[src/rtl/grid_actor_mover.sv]
// Tile-grid movement engine for maze actors.
// One shared map lookup is swept serially over all actors per move tick.
module grid_actor_mover #(
  parameter int MAP_W   = 18,
  parameter int MAP_H   = 5,
  parameter int N_ACT   = 3,
  parameter int COORD_W = 5,
  parameter int WRAP    = 0
) (
  input  logic                       clk,
  input  logic                       rst,
  input  logic [MAP_W*MAP_H-1:0]     map,
  input  logic                       enable,
  input  logic                       tick,
  input  logic                       reload,
  input  logic [2*N_ACT-1:0]         dir,
  input  logic [N_ACT-1:0]           go_home,
  input  logic [COORD_W*N_ACT-1:0]   home_x,
  input  logic [COORD_W*N_ACT-1:0]   home_y,
  output logic [COORD_W*N_ACT-1:0]   pos_x,
  output logic [COORD_W*N_ACT-1:0]   pos_y,
  output logic [N_ACT-1:0]           blocked,
  output logic                       busy,
  output logic                       done
);

  localparam int IDX_W = (N_ACT > 1) ? $clog2(N_ACT) : 1;
  localparam int MI_W  = $clog2(MAP_W * MAP_H);
  localparam logic [COORD_W-1:0] X_MAX = COORD_W'(MAP_W - 1);
  localparam logic [COORD_W-1:0] Y_MAX = COORD_W'(MAP_H - 1);

  typedef enum logic [1:0] {
    IDLE,
    SWEEP,
    DONE
  } state_t;

  state_t state, state_n;

  logic [IDX_W-1:0]   idx;
  logic [COORD_W-1:0] px [N_ACT];
  logic [COORD_W-1:0] py [N_ACT];
  logic [COORD_W-1:0] hx [N_ACT];
  logic [COORD_W-1:0] hy [N_ACT];
  logic [1:0]         dir_s [N_ACT];
  logic [N_ACT-1:0]   gh_s;
  logic [N_ACT-1:0]   blk;
  logic               start;
  logic               last;

  logic [COORD_W-1:0] cx, cy, tx, ty;
  logic [1:0]         cd;
  logic               edge_hit;
  logic               in_b;
  logic               wall;
  logic               move_ok;
  logic [MI_W-1:0]    m_idx;

  for (genvar k = 0; k < N_ACT; k++) begin : g_pack
    assign hx[k] = home_x[COORD_W*k +: COORD_W];
    assign hy[k] = home_y[COORD_W*k +: COORD_W];
    assign pos_x[COORD_W*k +: COORD_W] = px[k];
    assign pos_y[COORD_W*k +: COORD_W] = py[k];
  end

  assign start   = tick & enable;
  assign last    = (idx == IDX_W'(N_ACT - 1));
  assign blocked = blk;
  assign busy    = (state != IDLE);
  assign done    = (state == DONE);

  always_ff @(posedge clk) begin
    if (rst || reload) begin
      state <= IDLE;
    end else begin
      state <= state_n;
    end
  end

  // DONE also accepts a tick so back-to-back sweeps lose no cycle.
  always_comb begin
    state_n = state;
    unique case (state)
      IDLE:    if (start) state_n = SWEEP;
      SWEEP:   if (last) state_n = DONE;
      DONE:    state_n = start ? SWEEP : IDLE;
      default: state_n = IDLE;
    endcase
  end

  // Bounds are checked on the current coordinate before any wrap.
  always_comb begin
    cx       = px[idx];
    cy       = py[idx];
    cd       = dir_s[idx];
    tx       = cx;
    ty       = cy;
    edge_hit = 1'b0;
    unique case (cd)
      2'b00: begin
        if (cy == '0) begin
          edge_hit = 1'b1;
          ty       = Y_MAX;
        end else begin
          ty = cy - 1'b1;
        end
      end
      2'b01: begin
        if (cy >= Y_MAX) begin
          edge_hit = 1'b1;
          ty       = '0;
        end else begin
          ty = cy + 1'b1;
        end
      end
      2'b10: begin
        if (cx == '0) begin
          edge_hit = 1'b1;
          tx       = X_MAX;
        end else begin
          tx = cx - 1'b1;
        end
      end
      default: begin
        if (cx >= X_MAX) begin
          edge_hit = 1'b1;
          tx       = '0;
        end else begin
          tx = cx + 1'b1;
        end
      end
    endcase
    in_b    = (tx <= X_MAX) && (ty <= Y_MAX);
    m_idx   = MI_W'(tx) + MI_W'(ty) * MI_W'(MAP_W);
    wall    = in_b ? map[m_idx] : 1'b1;
    move_ok = in_b && !wall && (!edge_hit || (WRAP != 0));
  end

  always_ff @(posedge clk) begin
    if (rst || reload) begin
      for (int k = 0; k < N_ACT; k++) begin
        px[k]    <= hx[k];
        py[k]    <= hy[k];
        dir_s[k] <= 2'b00;
      end
      blk  <= '0;
      gh_s <= '0;
      idx  <= '0;
    end else begin
      if ((state != SWEEP) && start) begin
        for (int k = 0; k < N_ACT; k++) begin
          dir_s[k] <= dir[2*k +: 2];
        end
        gh_s <= go_home;
        idx  <= '0;
      end
      if (state == SWEEP) begin
        idx <= last ? '0 : idx + 1'b1;
        if (gh_s[idx]) begin
          px[idx]  <= hx[idx];
          py[idx]  <= hy[idx];
          blk[idx] <= 1'b0;
        end else if (move_ok) begin
          px[idx]  <= tx;
          py[idx]  <= ty;
          blk[idx] <= 1'b0;
        end else begin
          blk[idx] <= 1'b1;
        end
      end
    end
  end

endmodule

[config.mk]
export PLATFORM = sky130hd
export DESIGN_NAME = grid_actor_mover
export DESIGN_NICKNAME = d
export VERILOG_FILES = /design/src/rtl/grid_actor_mover.sv
export SDC_FILE = /design/constraint.sdc
export NUM_CORES = 1
export LEC_CHECK = 0
export ABC_AREA = 1
export BUFFER_PORTS_ARGS = -buffer_cell sky130_fd_sc_hd__buf_2
export CAP_MARGIN = 20
export CORE_ASPECT_RATIO = 1.4
export CORE_MARGIN = 5
export CORE_UTILIZATION = 55
export DETAILED_ROUTE_END_ITERATION = 8
export GPL_TIMING_DRIVEN = 0
export PLACE_DENSITY = 0.86
export SYNTH_ARGS = -nofsm -noshare
export SYNTH_HDL_FRONTEND = slang
export SYNTH_SLANG_ARGS = --single-unit
[constraint.sdc]
create_clock -name clk -period 11.45 [get_ports clk]
set_clock_uncertainty 0.2 [all_clocks]
set_input_delay 1.145 -clock clk [delete_from_list [all_inputs] [get_ports clk]]
set_output_delay 1.145 -clock clk [all_outputs]
set_load 0.01 [all_outputs]
==> results of run 1 <==
[tightest hold or removal path, delay by kind of cell (launching register included)]
kind / cells / cell delay [ps]
buf+inv: 1 / 50
flops: 1 / 320
compound gates: 1 / 70
[cell usage in the layout, fill, tap and decap left out, types with 7 or more instances in the layout]
master     Yosys  routed
a21oi_1       15      15
nand2_2       17      17
o21ai_0       12      12
a22oi_1        7       7
xor2_1         7       7
buf_2         13     181
nand4_1       11      11
inv_1         86      86
buf_4          7       7
clkbuf_16      0       9
edfxtp_1      46      46
nor2_1        32      32
nand3_1      130     130
clkbuf_1       5       8
nand2_1      266     266
dfxtp_1       12      12
nand3b_1      23      23
ha_1          14      14
buf_6          9       9
[registers in the layout, summed over array words and instances (netlist names), named ones only]
| signal | count |
|---|---|
| px | 20 |
| py | 20 |
| dir_s | 6 |
| gh_s | 3 |
| idx | 2 |
| state | 2 |
[cell families (layout without fill, tap and decap cells)]
logic type,Yosys count,after routing
AOI/OAI and AO/OA,57,57
adders and majority gates,15,15
xor gates and xnor gates,10,10
DFF,58,58
and+or+nand+nor,495,495
buffers and inverters,126,311
[final cells by class]
class | instances | area, um^2
plain buffers | 34 | 237.7
clock buffers | 12 | 236.5
clock inverters | 4 | 20.02
fillers | 768 | 2716
inverters | 92 | 345.3
multi-input cells | 577 | 2923
flip-flops and latches | 58 | 1622
well taps | 107 | 133.9
repair buffers | 169 | 845.8
[metal layers]
layer	GRT usage	share of wire	routed length, um	vias to the layer above
li1	-	-	-	2862
met1	0.3035	0.36	5922	2520
met2	0.5149	0.50	8322	410
met3	0.05257	0.10	1746	58
met4	0.1323	0.039	651	0
met5	0	0	0	-
[stage by stage]
stage                     instances  setup WS [ps]  power (mW)
after floorplan                 761           6710      0.4657
after global placement         1036           5583      0.5511
after detailed placement       1036           5451      0.5568
after CTS                      1052           5435      0.7862
after global routing           1053           5013      0.8334
final                          1053           5376      0.7904
[power by group through the flow]
| stage | Combinational, mW | Clock [mW] | Sequential [mW] |
|---|---|---|---|
| global route | 0.346 | 0.243 | 0.245 |
| CTS | 0.309 | 0.232 | 0.245 |
| global placement | 0.303 | 0 | 0.249 |
| floorplan | 0.216 | 0 | 0.250 |
| detailed placement | 0.308 | 0 | 0.249 |
| finish | 0.315 | 0.231 | 0.245 |
[worst paths after layout]
kind / start / to / slack (ps) / cells after the start
hold reg to reg: gh_s[0] / gh_s[0] / 290 / 2
hold / removal: gh_s[0] / gh_s[0] / 290 / 2
setup / recovery: flip-flop / px[0][2] / 5380 / 25
setup reg to reg: flip-flop / px[0][2] / 5380 / 25
==> key figures, run 1 <==
Status
  • Status: completed

Layout
  • P&R area growth vs syn: 24.11%
  • Number of diodes: 0
  • Layout Utilization: 0.7008
  • Nets@finish: 1090
  • Layout cells sized above 1: 0.2622
  • Post-route cell area: 6364 um^2

Die
  • Die height: 124.2 um
  • Total core area: 9080 um^2
  • Die footprint: 11380 um^2
  • Die width: 91.60 um
  • Initial Util: 0.5647
  • Ports: 169
  • Row cnt: 41

Power
  • Net Sw Power: 0.2929 mW
  • Leak: 3.362 nW
  • Switching Fraction: 0.3705
  • Share of total power in sequential cells: 0.310
  • VDD IR-drop max: 0.1136 mV
  • Power Dens Cells: 124.2 nW/um^2
  • Clock power share: 0.292
  • Internal: 0.4975 mW
  • Combinational Power Share: 0.398

Critical path
  • Crit start category: flip-flop
  • Worst path required time: 11200 ps
  • Critical path type: flip-flop to flip-flop
  • Worst Path Buf+Inv: 7
  • CP max stage delay: 470 ps
  • Slowest stage cell, crit path: a211oi_1
  • CP endpoint kind: flip-flop
  • Crit-path leading delay family: simple AND/OR/NAND/NOR gates
  • Worst Path Arrival: 5830 ps
  • Crit Path Max Fanout: 10

GRT
  • Vias in the first global route: 5453
  • Tot GR Track Use: 0.2805
  • Initial antenna violation count: 0
  • First-pass GRT wire length: 25.94 mm
  • Total grt overflow: 0
  • Largest net degree at the start of global routing: 11

Place
  • Placed cell areas: 6102 um^2
  • Placer Congestion: 1.062
  • Hpwl dp: 13.18 mm
  • IO Port Bufs: 168

Clocking
  • Clock Sink Count: 58
  • Post-CTS setup buffers: 0
  • Post-CTS resize count: 0
  • Hold_buf cts: 0
  • Clock slew at reported path FFs: 50 ps
  • CTS max path bufs: 2
  • Clock root cell: clkbuf_16
  • CTS buffer count: 9
  • CTS tree: done
  • Latest clock arrival within the worst-skew pair: 320 ps
  • H-tree depth: 3

Synth
  • Mux share of post-synthesis cell area: 0
  • Most instantiated cells after synthesis: 266 x nand2_1, 130 x nand3_1, 86 x inv_1
  • Post-Syn Area per Cell: 6.738 um^2
  • Synth Area in XOR/XNOR: 0.01708
  • Synth area leader: edfxtp_1
  • Post-synth top area share: 0.2694
  • Gate Count Post-Synth: 761
  • Synth Cell Area: 5127 um^2
  • Mapped Nets: 910
  • Ranking of synthesized cells by area: edfxtp_1 27%, nand2_1 19%, nand3_1 13%, inv_1 6.3%, dfxtp_1 4.7%
  • Ys Warns: 0
  • Most frequent cell after synthesis: nand2_1
  • Largest family of logic cells by synthesized area: simple AND/OR/NAND/NOR gates
  • Netlist cell types: 39
  • Async S/R FF share, synth: 0
  • Ys flop type: edfxtp_1
  • Compound-Gate Fraction of Synth Area: 0.07662
  • #FFs+latches synth: 58
  • Fraction of the mapped netlist area in simple logic gates: 0.4383
  • Sequential cell area fraction in the yosys report: 0.3163
  • Post-synthesis adder-cell area fraction: 0.03807
  • Post-synth EDFFs: 46

Detailed routing
  • Routed WL: 16.64 mm
  • TritonRoute pass-1 iters: 6
  • Routed Antenna Nets: 0
  • Initial DRC Count: 441
  • WL per Instance: 15.80 um
  • Vias per inst: 5.556
  • Routed via count: 5850
  • Residual DRC count: 0

STA
  • Slew margin rel.: 0.4649
  • Setup repair after global routing missed its margin: false
  • Post-route minimum period: 6074 ps
  • Hold WS: 294.9 ps
  • Least-Margin Pin Slew: 799.7 ps
  • Slew Viols, Final: 0
  • Period utilization: 0.5305
  • Final Hold Vio Count: 0
  • Setup violators final: 0
  • Final TNS setup: 0 ps
  • Fmax: 0.1646 GHz

Run
  • Max cap viols: 0

Hold path
  • Hold crit path type: flip-flop to flip-flop
Power figures use the tool's default switching activity.
==> run 2: changes to the inputs <==
--- a/config.mk
+++ b/config.mk
@@ -5,15 +5,15 @@
 export SDC_FILE = /design/constraint.sdc
 export NUM_CORES = 1
 export LEC_CHECK = 0
-export ABC_AREA = 1
+export ABC_AREA = 0
 export BUFFER_PORTS_ARGS = -buffer_cell sky130_fd_sc_hd__buf_2
 export CAP_MARGIN = 20
 export CORE_ASPECT_RATIO = 1.4
 export CORE_MARGIN = 5
-export CORE_UTILIZATION = 55
+export CORE_UTILIZATION = 53
 export DETAILED_ROUTE_END_ITERATION = 8
 export GPL_TIMING_DRIVEN = 0
-export PLACE_DENSITY = 0.86
+export PLACE_DENSITY = 0.82
 export SYNTH_ARGS = -nofsm -noshare
 export SYNTH_HDL_FRONTEND = slang
 export SYNTH_SLANG_ARGS = --single-unit
==> constraint.sdc (replaced) <==
create_clock -name clk -period 6.25 [get_ports clk]
set_clock_uncertainty 0.2 [all_clocks]
set_input_delay 0.625 -clock clk [delete_from_list [all_inputs] [get_ports clk]]
set_output_delay 0.625 -clock clk [all_outputs]
set_load 0.01 [all_outputs]
==> key figures, run 2 <==
Status
  • Status: completed

Critical path
  • CP max stage delay: 510 ps
  • Critical path, cell by cell: buf_6, mux2_2, mux2i_4, inv_2, buf_6, ha_2, nor4_4, o21ai_2, buf_6, a211oi_1, a2bb2oi_2, fa_2, or2_2, buf_2, nor3_1, o31ai_1, a211oi_1, o41ai_2, a22oi_2, buf_4, nor4_4, buf_6, mux2_4
  • Critical path type: flip-flop to flip-flop
  • Crit start category: flip-flop
  • Most frequent CP cell: buf_6
  • Slowest stage cell, crit path: fa_2
  • Reg2Reg Depth: 23
  • Worst path required time: 6130 ps
  • Reg2reg end: px[3][2]
  • CP endpoint kind: flip-flop
  • Crit Path Max Fanout: 20
  • R2R Setup Slk: 90 ps
  • Worst Path Arrival: 6030 ps

Synth
  • #FFs+latches synth: 58
  • Gate Count Post-Synth: 568
  • Most frequent cell after synthesis: nand2_1
  • Async S/R FF share, synth: 0
  • Most instantiated cells after synthesis: 76 x nand2_1, 46 x edfxtp_1, 39 x a21oi_1, 39 x mux2i_1, 35 x mux2_2
  • Mapped Nets: 717
  • Synth Cell Area: 5459 um^2
  • Ys Warns: 0
  • Netlist cell types: 85
  • Sequential cell area fraction in the yosys report: 0.2970
  • Synth area leader: edfxtp_1
  • Ranking of synthesized cells by area: edfxtp_1 25%, mux2_2 7.2%, mux2i_1 7.2%, nand2_1 5.2%, dfxtp_1 4.4%
  • Post-Syn Area per Cell: 9.611 um^2
  • Post-synth top area share: 0.2530
  • Ys flop type: edfxtp_1
  • Post-synth EDFFs: 46

GRT
  • Largest net degree at the start of global routing: 21
  • Total grt overflow: 0
  • Vias in the first global route: 5862
  • Tot GR Track Use: 0.2925
  • First-pass GRT wire length: 28.21 mm
  • Initial antenna violation count: 0

Power
  • Power Dens Cells: 256.3 nW/um^2
  • VDD IR-drop max: 0.2219 mV
  • Leak: 2.876 nW

Layout
  • Area of the multi-input gates: 3890 um^2
  • P&R area growth vs syn: 33.76%
  • Number of diodes: 0
  • Commonest non-fill, non-tap cell in the layout: buf_2
  • Largest regs: px (20), py (20), dir_s (6)
  • Fillers: 699
  • Commonest cells after routing, fill and taps aside: 175 x buf_2, 74 x nand2_1, 46 x edfxtp_1
  • Layout cells sized above 1: 0.4370
  • FF/Latch Area: 1622 um^2
  • Finished Layout Cells: 913
  • Nets@finish: 922

Clocking
  • Clock Sink Count: 58
  • CTS buffer count: 9
  • H-tree depth: 3
  • CTS max path bufs: 2
  • CTS tree: done
  • Clock root cell: clkbuf_16
  • Hold_buf cts: 0
  • Clock slew at reported path FFs: 50 ps
  • Latest clock arrival within the worst-skew pair: 330 ps

STA
  • Final TNS setup: 0 ps
  • Post-route minimum period: 6159 ps
  • Slew margin rel.: 0.4466
  • Hold WS: 278.1 ps
  • Period utilization: 0.9854
  • Fmax: 0.1624 GHz
  • Slew Viols, Final: 0
  • Setup violators final: 0
  • Least-Margin Pin Slew: 830.2 ps
  • Final Hold Vio Count: 0

Place
  • Placer Congestion: 0.9421
  • Hpwl dp: 13.99 mm
  • Cells after DPL: 873
  • IO Port Bufs: 168

Detailed routing
  • WL per Instance: 20.98 um
  • Initial DRC Count: 483
  • Vias per inst: 6.438
  • Residual DRC count: 0
  • TritonRoute pass-1 iters: 6
  • Routed Antenna Nets: 0
  • Routed WL: 19.15 mm
  • Routed via count: 5878

Die
  • Die height: 130.1 um
  • Die footprint: 12460 um^2
  • Ports: 169
  • Row cnt: 43
  • Initial Util: 0.5455
  • Die width: 95.78 um
  • Total core area: 10010 um^2

Hold path
  • Worst hold stages: 2
  • Hold crit path type: flip-flop to flip-flop

Run
  • Max cap viols: 0
[run 2: cell types whose count changed after synthesis, sizes merged, moves of 12 or more]
cell | before | now
nand2 | 285 | 77
nand3 | 134 | 15
inv | 92 | 15
mux2 | 0 | 42
mux2i | 0 | 40
nand3b | 23 | 0
a21oi | 19 | 39
a2111oi | 0 | 15
buf | 29 | 16
a211oi | 2 | 14
clkbuf | 5 | 17
[run 2: cells by family (layout without fill, tap and decap cells)]
logic type	count (synthesis)	after routing	synth area share
adder cells (fa/ha/maj)	15	15	0.03576
XOR/XNOR	7	7	0.01123
buffers and inverters	48	258	0.04538
flip-flops	58	58	0.2970
AO/OA/AOI/OAI	161	161	0.2258
AND/OR/NAND/NOR	189	189	0.1868
multiplexers	90	90	0.1980
[run 2: worst max-delay path: cells and delay by family (launching register included)]
family	cells	cell delay, ps
compound gates	7	1540
fa+ha+maj	2	740
buf+inv	7	1170
flops	1	340
mux	3	930
simple gates	4	940
[run 2: how the worst max path moves through the flow]
| stage | cells past startpoint | to | slack (ps) | from |
|---|---|---|---|---|
| floorplan | 23 | px[1][0] | -130 | flip-flop |
| global placement | 21 | py[2][4] | -1390 | flip-flop |
| detailed placement | 23 | py[0][0] | -1250 | flip-flop |
| CTS | 25 | px[3][3] | 9 | flip-flop |
| global route | 23 | px[3][2] | -40 | flip-flop |
| finish | 23 | px[3][2] | 90 | flip-flop |
[run 2: routing by layer]
metal  up-vias  part of all wire  wire length (um)  global-route usage
li1       2618                 -                 -                   -
met1      2772              0.35              6640              0.3208
met2       412              0.51              9819              0.5364
met3        76             0.095              1814             0.04729
met4         0             0.046               879              0.1441
met5         -                 0                 0                   0
[run 2: what timing repair did]
item / 4_1_cts / 5_1_grt
setup buffers: 19 / 5
hold endpoints to repair: 0 / 0
pin swaps: 12 / 14
gates resized for setup: 33 / 41
setup endpoints to repair: 83 / 82
[run 2: area by class of cell]
class,count,share of cell area
plain buffers,32,0.02827
clock buffers,10,0.03136
clock inverters,6,0.003256
inverters,15,0.007711
multi-input cells,462,0.5327
flip-flops and latches,58,0.2221
well taps,135,0.02313
repair buffers,195,0.1515
[run 2: per-stage QoR]
step / setup WS [ps] / area (um^2) / util / total power [mW]
global placement: -1392 / 6469 / 0.6464 / 1.225
floorplan: -126.3 / 5459 / - / 1.022
finish: 91.28 / 7302 / 0.7297 / 1.872
global route: -42.80 / 7302 / 0.7297 / 1.959
detailed placement: -1254 / 6484 / 0.6479 / 1.251
CTS: 9.389 / 7081 / 0.7076 / 1.773
[run 2: power breakdown]
group,total [mW],internal (mW),switching [mW]
Combinational,0.995,0.415,0.580
Sequential,0.458,0.445,0.0129
Clock,0.419,0.260,0.159
